### config.mk
export PLATFORM = sky130hd
export DESIGN_NAME = riscv_multicycle_ctrl
export DESIGN_NICKNAME = d
export VERILOG_FILES = /design/src/rtl/riscv_multicycle_ctrl.sv
export SDC_FILE = /design/constraint.sdc
export NUM_CORES = 1
export LEC_CHECK = 0
export ABC_AREA = 0
export BUFFER_PORTS_ARGS = -buffer_cell sky130_fd_sc_hd__buf_2
export CAP_MARGIN = 20
export CORE_AREA = 2 2 41 43
export CTS_CLUSTER_DIAMETER = 30
export DETAILED_ROUTE_END_ITERATION = 8
export DIE_AREA = 0 0 43 45
export PLACE_DENSITY = 0.89
export SLEW_MARGIN = 20
export SYNTH_ARGS = -nofsm -noshare
export SYNTH_HDL_FRONTEND = slang
export SYNTH_SLANG_ARGS = --single-unit
### constraint.sdc
create_clock -name clk -period 5 [get_ports clk]
set_input_delay 0.25 -clock clk [delete_from_list [all_inputs] [get_ports clk]]
set_output_delay 0.25 -clock clk [all_outputs]
set_load 0.05 [all_outputs]
### src/rtl/riscv_multicycle_ctrl.sv
// Main control FSM for the multicycle RV32 core: sequences the shared memory/ALU datapath
// one state per cycle, with Moore outputs plus branch-resolved PCWrite and opcode-decoded ImmSrc.
//
// state    | meaning
// FETCH    | read instruction at PC, load IR/OldPC, PC <= PC+4
// DECODE   | read registers, ALUOut <= OldPC+imm (branch target)
// MEMADR   | ALUOut <= rs1+imm
// MEMREAD  | read data memory at ALUOut
// MEMWB    | rd <= Data
// MEMWRITE | write rs2 to memory at ALUOut
// EXECR    | ALUOut <= rs1 op rs2
// EXECI    | ALUOut <= rs1 op imm
// ALUWB    | rd <= ALUOut
// JAL      | PC <= OldPC+imm, ALUOut <= OldPC+4
// BRANCH   | compare rs1/rs2, PC <= ALUOut when taken
// TRAP     | unsupported instruction, parked until reset
module riscv_multicycle_ctrl #(
  parameter int STATE_W = 4
) (
  input  logic               clk,
  input  logic               reset,
  input  logic [6:0]         opcode,
  input  logic [2:0]         funct3,
  input  logic               funct7_5,
  input  logic               zero,
  output logic               PCWrite,
  output logic               AdrSrc,
  output logic               MemWrite,
  output logic               IRWrite,
  output logic [1:0]         ResultSrc,
  output logic [1:0]         ALUSrcA,
  output logic [1:0]         ALUSrcB,
  output logic [2:0]         ALUControl,
  output logic [1:0]         ImmSrc,
  output logic               RegWrite,
  output logic               instr_done,
  output logic               illegal,
  output logic [STATE_W-1:0] state
);

  localparam logic [STATE_W-1:0] S_FETCH    = STATE_W'(0);
  localparam logic [STATE_W-1:0] S_DECODE   = STATE_W'(1);
  localparam logic [STATE_W-1:0] S_MEMADR   = STATE_W'(2);
  localparam logic [STATE_W-1:0] S_MEMREAD  = STATE_W'(3);
  localparam logic [STATE_W-1:0] S_MEMWB    = STATE_W'(4);
  localparam logic [STATE_W-1:0] S_MEMWRITE = STATE_W'(5);
  localparam logic [STATE_W-1:0] S_EXECR    = STATE_W'(6);
  localparam logic [STATE_W-1:0] S_ALUWB    = STATE_W'(7);
  localparam logic [STATE_W-1:0] S_EXECI    = STATE_W'(8);
  localparam logic [STATE_W-1:0] S_JAL      = STATE_W'(9);
  localparam logic [STATE_W-1:0] S_BRANCH   = STATE_W'(10);
  localparam logic [STATE_W-1:0] S_TRAP     = STATE_W'(11);

  localparam logic [2:0] ALU_ADD = 3'b000;
  localparam logic [2:0] ALU_SUB = 3'b001;
  localparam logic [2:0] ALU_AND = 3'b010;
  localparam logic [2:0] ALU_OR  = 3'b011;
  localparam logic [2:0] ALU_SLT = 3'b101;

  logic [STATE_W-1:0] state_q, state_d;
  logic               alu_f3_ok, br_f3_ok, mem_f3_ok;
  logic               pc_update, branch;
  logic [2:0]         alu_op;

  assign alu_f3_ok = (funct3 == 3'b000) || (funct3 == 3'b010) ||
                     (funct3 == 3'b110) || (funct3 == 3'b111);
  assign br_f3_ok  = (funct3 == 3'b000) || (funct3 == 3'b001);
  assign mem_f3_ok = (funct3 == 3'b010);

  always_ff @(posedge clk) begin
    if (reset) state_q <= S_FETCH;
    else       state_q <= state_d;
  end

  always_comb begin
    state_d = state_q;
    case (state_q)
      S_FETCH:  state_d = S_DECODE;
      S_DECODE: begin
        case (opcode)
          7'b0000011, 7'b0100011: state_d = mem_f3_ok ? S_MEMADR : S_TRAP;
          7'b0110011:             state_d = alu_f3_ok ? S_EXECR  : S_TRAP;
          7'b0010011:             state_d = alu_f3_ok ? S_EXECI  : S_TRAP;
          7'b1100011:             state_d = br_f3_ok  ? S_BRANCH : S_TRAP;
          7'b1101111:             state_d = S_JAL;
          default:                state_d = S_TRAP;
        endcase
      end
      S_MEMADR:   state_d = opcode[5] ? S_MEMWRITE : S_MEMREAD;
      S_MEMREAD:  state_d = S_MEMWB;
      S_MEMWB:    state_d = S_FETCH;
      S_MEMWRITE: state_d = S_FETCH;
      S_EXECR:    state_d = S_ALUWB;
      S_EXECI:    state_d = S_ALUWB;
      S_ALUWB:    state_d = S_FETCH;
      S_JAL:      state_d = S_ALUWB;
      S_BRANCH:   state_d = S_FETCH;
      S_TRAP:     state_d = S_TRAP;
      default:    state_d = S_TRAP;
    endcase
  end

  // funct7_5 selects sub only for register-register ops; I-type addi has no subi
  always_comb begin
    case (funct3)
      3'b000:  alu_op = ((state_q == S_EXECR) && funct7_5) ? ALU_SUB : ALU_ADD;
      3'b010:  alu_op = ALU_SLT;
      3'b110:  alu_op = ALU_OR;
      3'b111:  alu_op = ALU_AND;
      default: alu_op = ALU_ADD;
    endcase
  end

  always_comb begin
    AdrSrc     = 1'b0;
    MemWrite   = 1'b0;
    IRWrite    = 1'b0;
    ResultSrc  = 2'b00;
    ALUSrcA    = 2'b00;
    ALUSrcB    = 2'b00;
    ALUControl = ALU_ADD;
    RegWrite   = 1'b0;
    instr_done = 1'b0;
    illegal    = 1'b0;
    pc_update  = 1'b0;
    branch     = 1'b0;
    ImmSrc     = 2'b00;
    case (state_q)
      S_FETCH: begin
        IRWrite   = 1'b1;
        ALUSrcB   = 2'b10;
        ResultSrc = 2'b10;
        pc_update = 1'b1;
      end
      S_DECODE: begin
        ALUSrcA = 2'b01;
        ALUSrcB = 2'b01;
      end
      S_MEMADR: begin
        ALUSrcA = 2'b10;
        ALUSrcB = 2'b01;
      end
      S_MEMREAD: AdrSrc = 1'b1;
      S_MEMWB: begin
        ResultSrc  = 2'b01;
        RegWrite   = 1'b1;
        instr_done = 1'b1;
      end
      S_MEMWRITE: begin
        AdrSrc     = 1'b1;
        MemWrite   = 1'b1;
        instr_done = 1'b1;
      end
      S_EXECR: begin
        ALUSrcA    = 2'b10;
        ALUControl = alu_op;
      end
      S_EXECI: begin
        ALUSrcA    = 2'b10;
        ALUSrcB    = 2'b01;
        ALUControl = alu_op;
      end
      S_ALUWB: begin
        RegWrite   = 1'b1;
        instr_done = 1'b1;
      end
      S_JAL: begin
        ALUSrcA   = 2'b01;
        ALUSrcB   = 2'b10;
        pc_update = 1'b1;
      end
      S_BRANCH: begin
        ALUSrcA    = 2'b10;
        ALUControl = ALU_SUB;
        branch     = 1'b1;
        instr_done = 1'b1;
      end
      S_TRAP:  illegal = 1'b1;
      default: ;
    endcase
    case (opcode)
      7'b0100011: ImmSrc = 2'b01;
      7'b1100011: ImmSrc = 2'b10;
      7'b1101111: ImmSrc = 2'b11;
      default:    ImmSrc = 2'b00;
    endcase
    // funct3[0] distinguishes bne from beq
    PCWrite = pc_update | (branch & (funct3[0] ? ~zero : zero));
    if (reset) begin
      PCWrite    = 1'b0;
      AdrSrc     = 1'b0;
      MemWrite   = 1'b0;
      IRWrite    = 1'b0;
      ResultSrc  = 2'b00;
      ALUSrcA    = 2'b00;
      ALUSrcB    = 2'b00;
      ALUControl = 3'b000;
      ImmSrc     = 2'b00;
      RegWrite   = 1'b0;
      instr_done = 1'b0;
      illegal    = 1'b0;
    end
  end

  assign state = state_q;

endmodule

=== Yosys cells after proc, flatten, opt, wreduce, memory -nomap -nowiden ===
Cells that the tools add are included.

* Eq/ne operators: 21
* Mux-type cells: 35
* Bitwise logic cells: 3
* Reduce and logical (&&, ||, !) cells: 17

{| class="wikitable"
|+ Operators by type and width
! kind !! count
|-
| 4-bit case mux with 6 select lines || 1
|-
| 4-bit case mux with 5 select lines || 1
|-
| 1-bit two-way mux || 18
|-
| 4-bit by 3-bit == test with 1-bit output, second input constant || 4
|-
| 4-bit == test, second input constant || 4
|-
| 7-bit by 6-bit == test with 1-bit output, second input constant || 2
|-
| 7-bit == test, second input constant || 2
|-
| 2-bit case mux with 2 select lines || 3
|-
| 3-bit case mux with 4 select lines || 1
|-
| 2-bit OR reduction || 6
|-
| 2-bit two-way mux || 5
|-
| 4-bit by 2-bit == test with 1-bit output, second input constant || 2
|-
| 4-bit two-way mux || 2
|-
| 4-bit OR reduction || 2
|-
| 7-bit by 2-bit == test with 1-bit output, second input constant || 1
|-
| 7-bit by 5-bit == test with 1-bit output, second input constant || 1
|-
| 3-bit == test, second input constant || 2
|-
| 3-bit two-way mux || 2
|-
| 2-bit case mux with 3 select lines || 1
|-
| 3-bit case mux with 2 select lines || 1
|-
| 3-bit OR reduction || 2
|-
| 4-bit by 1-bit == test with 1-bit output, second input constant || 1
|-
| 4-bit logical NOT || 1
|-
| 1-bit logical OR || 4
|-
| other kinds (7) || 7
|}

* Bits in registers: 4
* Bits of input ports: 14
* Output and inout bits: 22
* Word-level logic and storage cells: 77

=== Depth between registers and ports, before layout ===
* Depth after elaboration: 7
* Gate-level depth with buffers: 5
* Depth with buffers taken out: 4

=== Worst setup path after synthesis ===
OpenSTA, ideal clock, no wires.

* Path kind: register to output
* Start point: reg state_q[1] (netlist: state[1])
* End point: out ALUSrcB[1]
* Arrival time: 2609 ps
* Required time: 4750 ps
* Setup slack: 2141 ps
* Stages on the path, launching flop included: 5
* Buffers on the path: 1
* Cells stage by stage: dfxtp_1 > buf_2 > or3_1 > nor3_1 > a21o_1

* Word-level cells in the longest chain between the ends: 4
* Elaborated cells on any way between the ends: 9
* Classes of those cells: 4 x eq/ne; 2 x mux; 3 x reduce/logical

{| class="wikitable"
|+ Ends and longest elaborated chain
! element !! RTL line !! RTL
|-
| start, declared || 60 || <nowiki>logic [STATE_W-1:0] state_q, state_d;</nowiki>
|-
| start signal, assigned || 72 || <nowiki>else state_q <= state_d;</nowiki>
|-
| 4-bit == test (tied with other cells) || 128 || <nowiki>case (state_q)</nowiki>
|-
| 3-bit OR reduction (no source line) / 2-bit OR reduction (equally long branches) || n/a ||
|-
| 2-bit case mux with 2 select lines (*) || 128 ||
|-
| 2-bit two-way mux (*) || 189 || <nowiki>if (reset) begin</nowiki>
|-
| end, declared || 32 || <nowiki>output logic [1:0] ALUSrcB,</nowiki>
|}

Every way passes the cells marked *; elsewhere a longest branch is shown, timed or not.

=== Worst setup path in the final report ===
* Start point: reg state_q[1] (netlist: state[1])
* End point: out PCWrite

* Word-level cells in the longest chain between the ends: 5
* Elaborated cells on any way between the ends: 9
* Classes of those cells: 2 x eq/ne; 3 x mux; 2 x bitwise; 2 x reduce/logical

{| class="wikitable"
|+ Ends and longest elaborated chain
! element !! RTL line !! RTL
|-
| 4-bit == test / 4-bit logical NOT (equally long branches) || 128 ||
|-
| 2-bit OR reduction (no source line) / 1-bit two-way mux (equally long branches) || n/a ||
|-
| 1-bit two-way mux / 1-bit AND (equally long branches) || 128, 188 ||
|-
| 1-bit OR (*) || 188 || <nowiki>PCWrite = pc_update | (branch & (funct3[0] ? ~zero : zero));</nowiki>
|-
| 1-bit two-way mux (*) || 189 ||
|-
| end, declared || 26 || <nowiki>output logic PCWrite,</nowiki>
|}

Marks and branches as above.

==> metrics.yaml <==
grt_pass1_wl_microns: 2980
clock_sink_count: 4
grt_use_total_pct: 19.5
worst_pin_slew_ns: 0.566
ant_nets: 0
synth_seq_cells: 4
worstSetupPathType: "reg2out"
fmaxAchievable_ghz: 0.450
dieHeight_microns: 45
drtIter0Drc: 17
setup_viol: 0
grt_overflow: 0
core.rowCount: 14
drc_errors: 0
p_sw_share_pct: 64.3
drive_gt1_share_pct: 29.8
diodes: 0
crit_path_max_incr_delay_ns: 0.67
synth_cell_types: 36
synth_ff_type: "dfxtp_1"
worstHoldPathType: "in2reg"
wire_per_inst_microns: 12.2
power_density_nw_per_um2: 553
cts_setup_buffers: 0
clkTransAtPathRegs_ns: 0.04
worstPathArrival_ns: 1.97
syn_inst: 99
grt_max_degree: 19
synth_edf_count: 0
die-area_sq_um: 1940
cp-end-kind: "output port"
cp-start-kind: "flip-flop"
io_pins: 36
h-tree-depth: 1
setup_slack_ns: 2.78
hold_violations: 0
yosysSeqAreaShare_pct: 12.5
gp_congestion: 0.833
antenna_found_initial: 0
p_clk_share_pct: 8.8
seqPwrFrac_pct: 20.6
avgSynthCellArea_sq_um: 6.45
fin_crit_sh_pct: 44.4
drt-vias-per-instance: 5.81
finClkSkew_ns: 0.00826
worstSetupStartpoint: "state[1]"
post_cts_resized: 0
outcome: "finished, final reports clean"
final.min_clock_period_ns: 2.22
cts_tree: "done"
fin_setup_tns_ns: 0
initial_core_util_pct: 43.4
dpl.hpwl_microns: 1390
grt_pass1_vias: 705
worstPathMaxFanout: 18
dpl_cell_area_sq_um: 792
worstSkewPairLatency_ns: 0.23
cp_slowest_cell: "dfxtp_1"
synth_nets: 113
fin_hold_ws_ns: 0.355
leakage_nw: 0.397
async_flop_share_pct: 0
cts_max_path_buffers: 2
synthToLayoutAreaGrowth_pct: 27.6
syn_area_sq_um: 638
routed-via-count: 854
power_switching_uw: 290
numCtsBuffers: 3
grt_setup_unrepaired: "no"
worstPathCellList: "nand2b_1 -> o21ai_1 -> nand2_1 -> a211oi_1 -> buf_2"
yosys-top-cells-count: "nand2_1 (12), nor2_1 (12), nor3_1 (11), inv_1 (6), nand2b_1 (5)"
fill_cells: 167
internal-power_uw: 161
critical-path-top-delay-family: "flip-flops"
largest_reg_flops: 4
core_sq_um: 1470
synth_top_area_share_pct: 12.5
r2r_start: "state[0]"
utilization_pct: 55.4
finish.net_count: 147
maxCapViolations: 0
final_area_sq_um: 815
pre_cts_slack_ns: 3.03
comb_power_share_pct: 70.6
cp.required_ns: 4.75
vdd_drop_max_mv: 0.264
io_buffers: 35
yosysTopAreaCell: "dfxtp_1"
synthTopCellsByArea: "dfxtp_1 (13%), nor3_1 (8.6%), nand2_1 (7.1%)"
relSlewSlack_pct: 62.2
hp-start: "opcode[6]"
die_w_microns: 43
yosys_warnings: 0
root_buffer: "clkbuf_4"
cp.buffers_inverters: 1
slew_violations: 0
firstDrtPassIters: 6
cts_hold_buf: 0
wl_microns: 1790
-- stage by stage --
step / std cells / total power, mW
CTS: 147 / 0.451
detailed placement: 144 / 0.410
finish: 147 / 0.450
floorplan: 99 / 0.352
global placement: 144 / 0.402
global route: 147 / 0.487
-- per-layer routing --
| layer | up-vias | part of all wire, % | global-route usage (%) | wire length [microns] |
|---|---|---|---|---|
| li1 | 431 | - | - | - |
| met1 | 388 | 44 | 23.5 | 792 |
| met2 | 33 | 50 | 35.5 | 894 |
| met3 | 2 | 5.4 | 4.40 | 96 |
| met4 | 0 | 0.56 | 4.85 | 10 |
| met5 | - | 0 | 0 | 0 |
-- final timing paths --
| kind | endpoint | slack (ns) | depth (start not counted) |
|---|---|---|---|
| worst max-delay path | PCWrite | 2.78 | 5 |
| worst min register to register | state[0] | 0.77 | 2 |
| worst max register to register | state[2] | 3.09 | 4 |
| worst min-delay path | state[0] | 0.36 | 3 |
-- cells in the final DEF, fill, tap and decap left out --
cell type,synthesis,layout
a21o_1,1,1
a31oi_1,2,2
a21oi_1,3,3
or3_1,1,1
dfxtp_1,4,4
nor2b_1,1,1
nand3_1,3,3
o311a_1,1,1
o41ai_1,1,1
clkbuf_4,0,3
mux2i_1,1,1
nand2_1,12,12
nand3b_1,1,1
o221ai_1,1,1
nor2_1,12,12
nand2b_1,5,5
xnor2_1,1,1
o31ai_1,1,1
a211oi_1,4,4
a41oi_1,1,1
or4b_1,1,1
o22a_1,1,1
o21ai_0,2,2
nor3_1,11,11
nor4b_1,3,3
o21ai_1,3,3
or4_4,1,1
buf_2,1,35
inv_1,6,6
and3_1,2,2
o32a_1,2,2
o32ai_1,1,1
xor2_1,2,2
a21boi_0,2,2
-- worst reg2reg max path, stage by stage, from the launching register on --
cell and delay, ns:
dfxtp_1 0.59, nor4b_1 0.46, nand2_1 0.09, or4b_1 0.47, a211oi_1 0.22
-- cells by family after synthesis --
group | count (synthesis) | synth area share, %
AOI/OAI and AO/OA | 26 | 29.2
xor gates and xnor gates | 3 | 4.12
buffers and inverters | 12 | 10.0
DFF | 4 | 12.5
muxes | 1 | 1.57
and+or+nand+nor | 53 | 42.5
-- power groups by stage --
| stage | sequential, mW | combinational (mW) | clock [mW] |
|---|---|---|---|
| final | 0.0926 | 0.318 | 0.0396 |
| after global routing | 0.0986 | 0.343 | 0.0446 |
| after CTS | 0.0911 | 0.318 | 0.0411 |
| after detailed placement | 0.0922 | 0.318 | 0 |
| after global placement | 0.0882 | 0.314 | 0 |
| after floorplan | 0.0973 | 0.254 | 0 |
-- cell type report --
| class | instances | area [sq um] | area share (%) |
|---|---|---|---|
| multi-input cells | 83 | 494 | 60.7 |
| flip-flops and latches | 4 | 80.1 | 9.83 |
| inverters | 6 | 22.5 | 2.76 |
| well taps | 16 | 20.0 | 2.46 |
| clock buffers | 3 | 22.5 | 2.76 |
| repair buffers | 35 | 175 | 21.5 |
No activity file was read; power rests on OpenSTA's default activity.
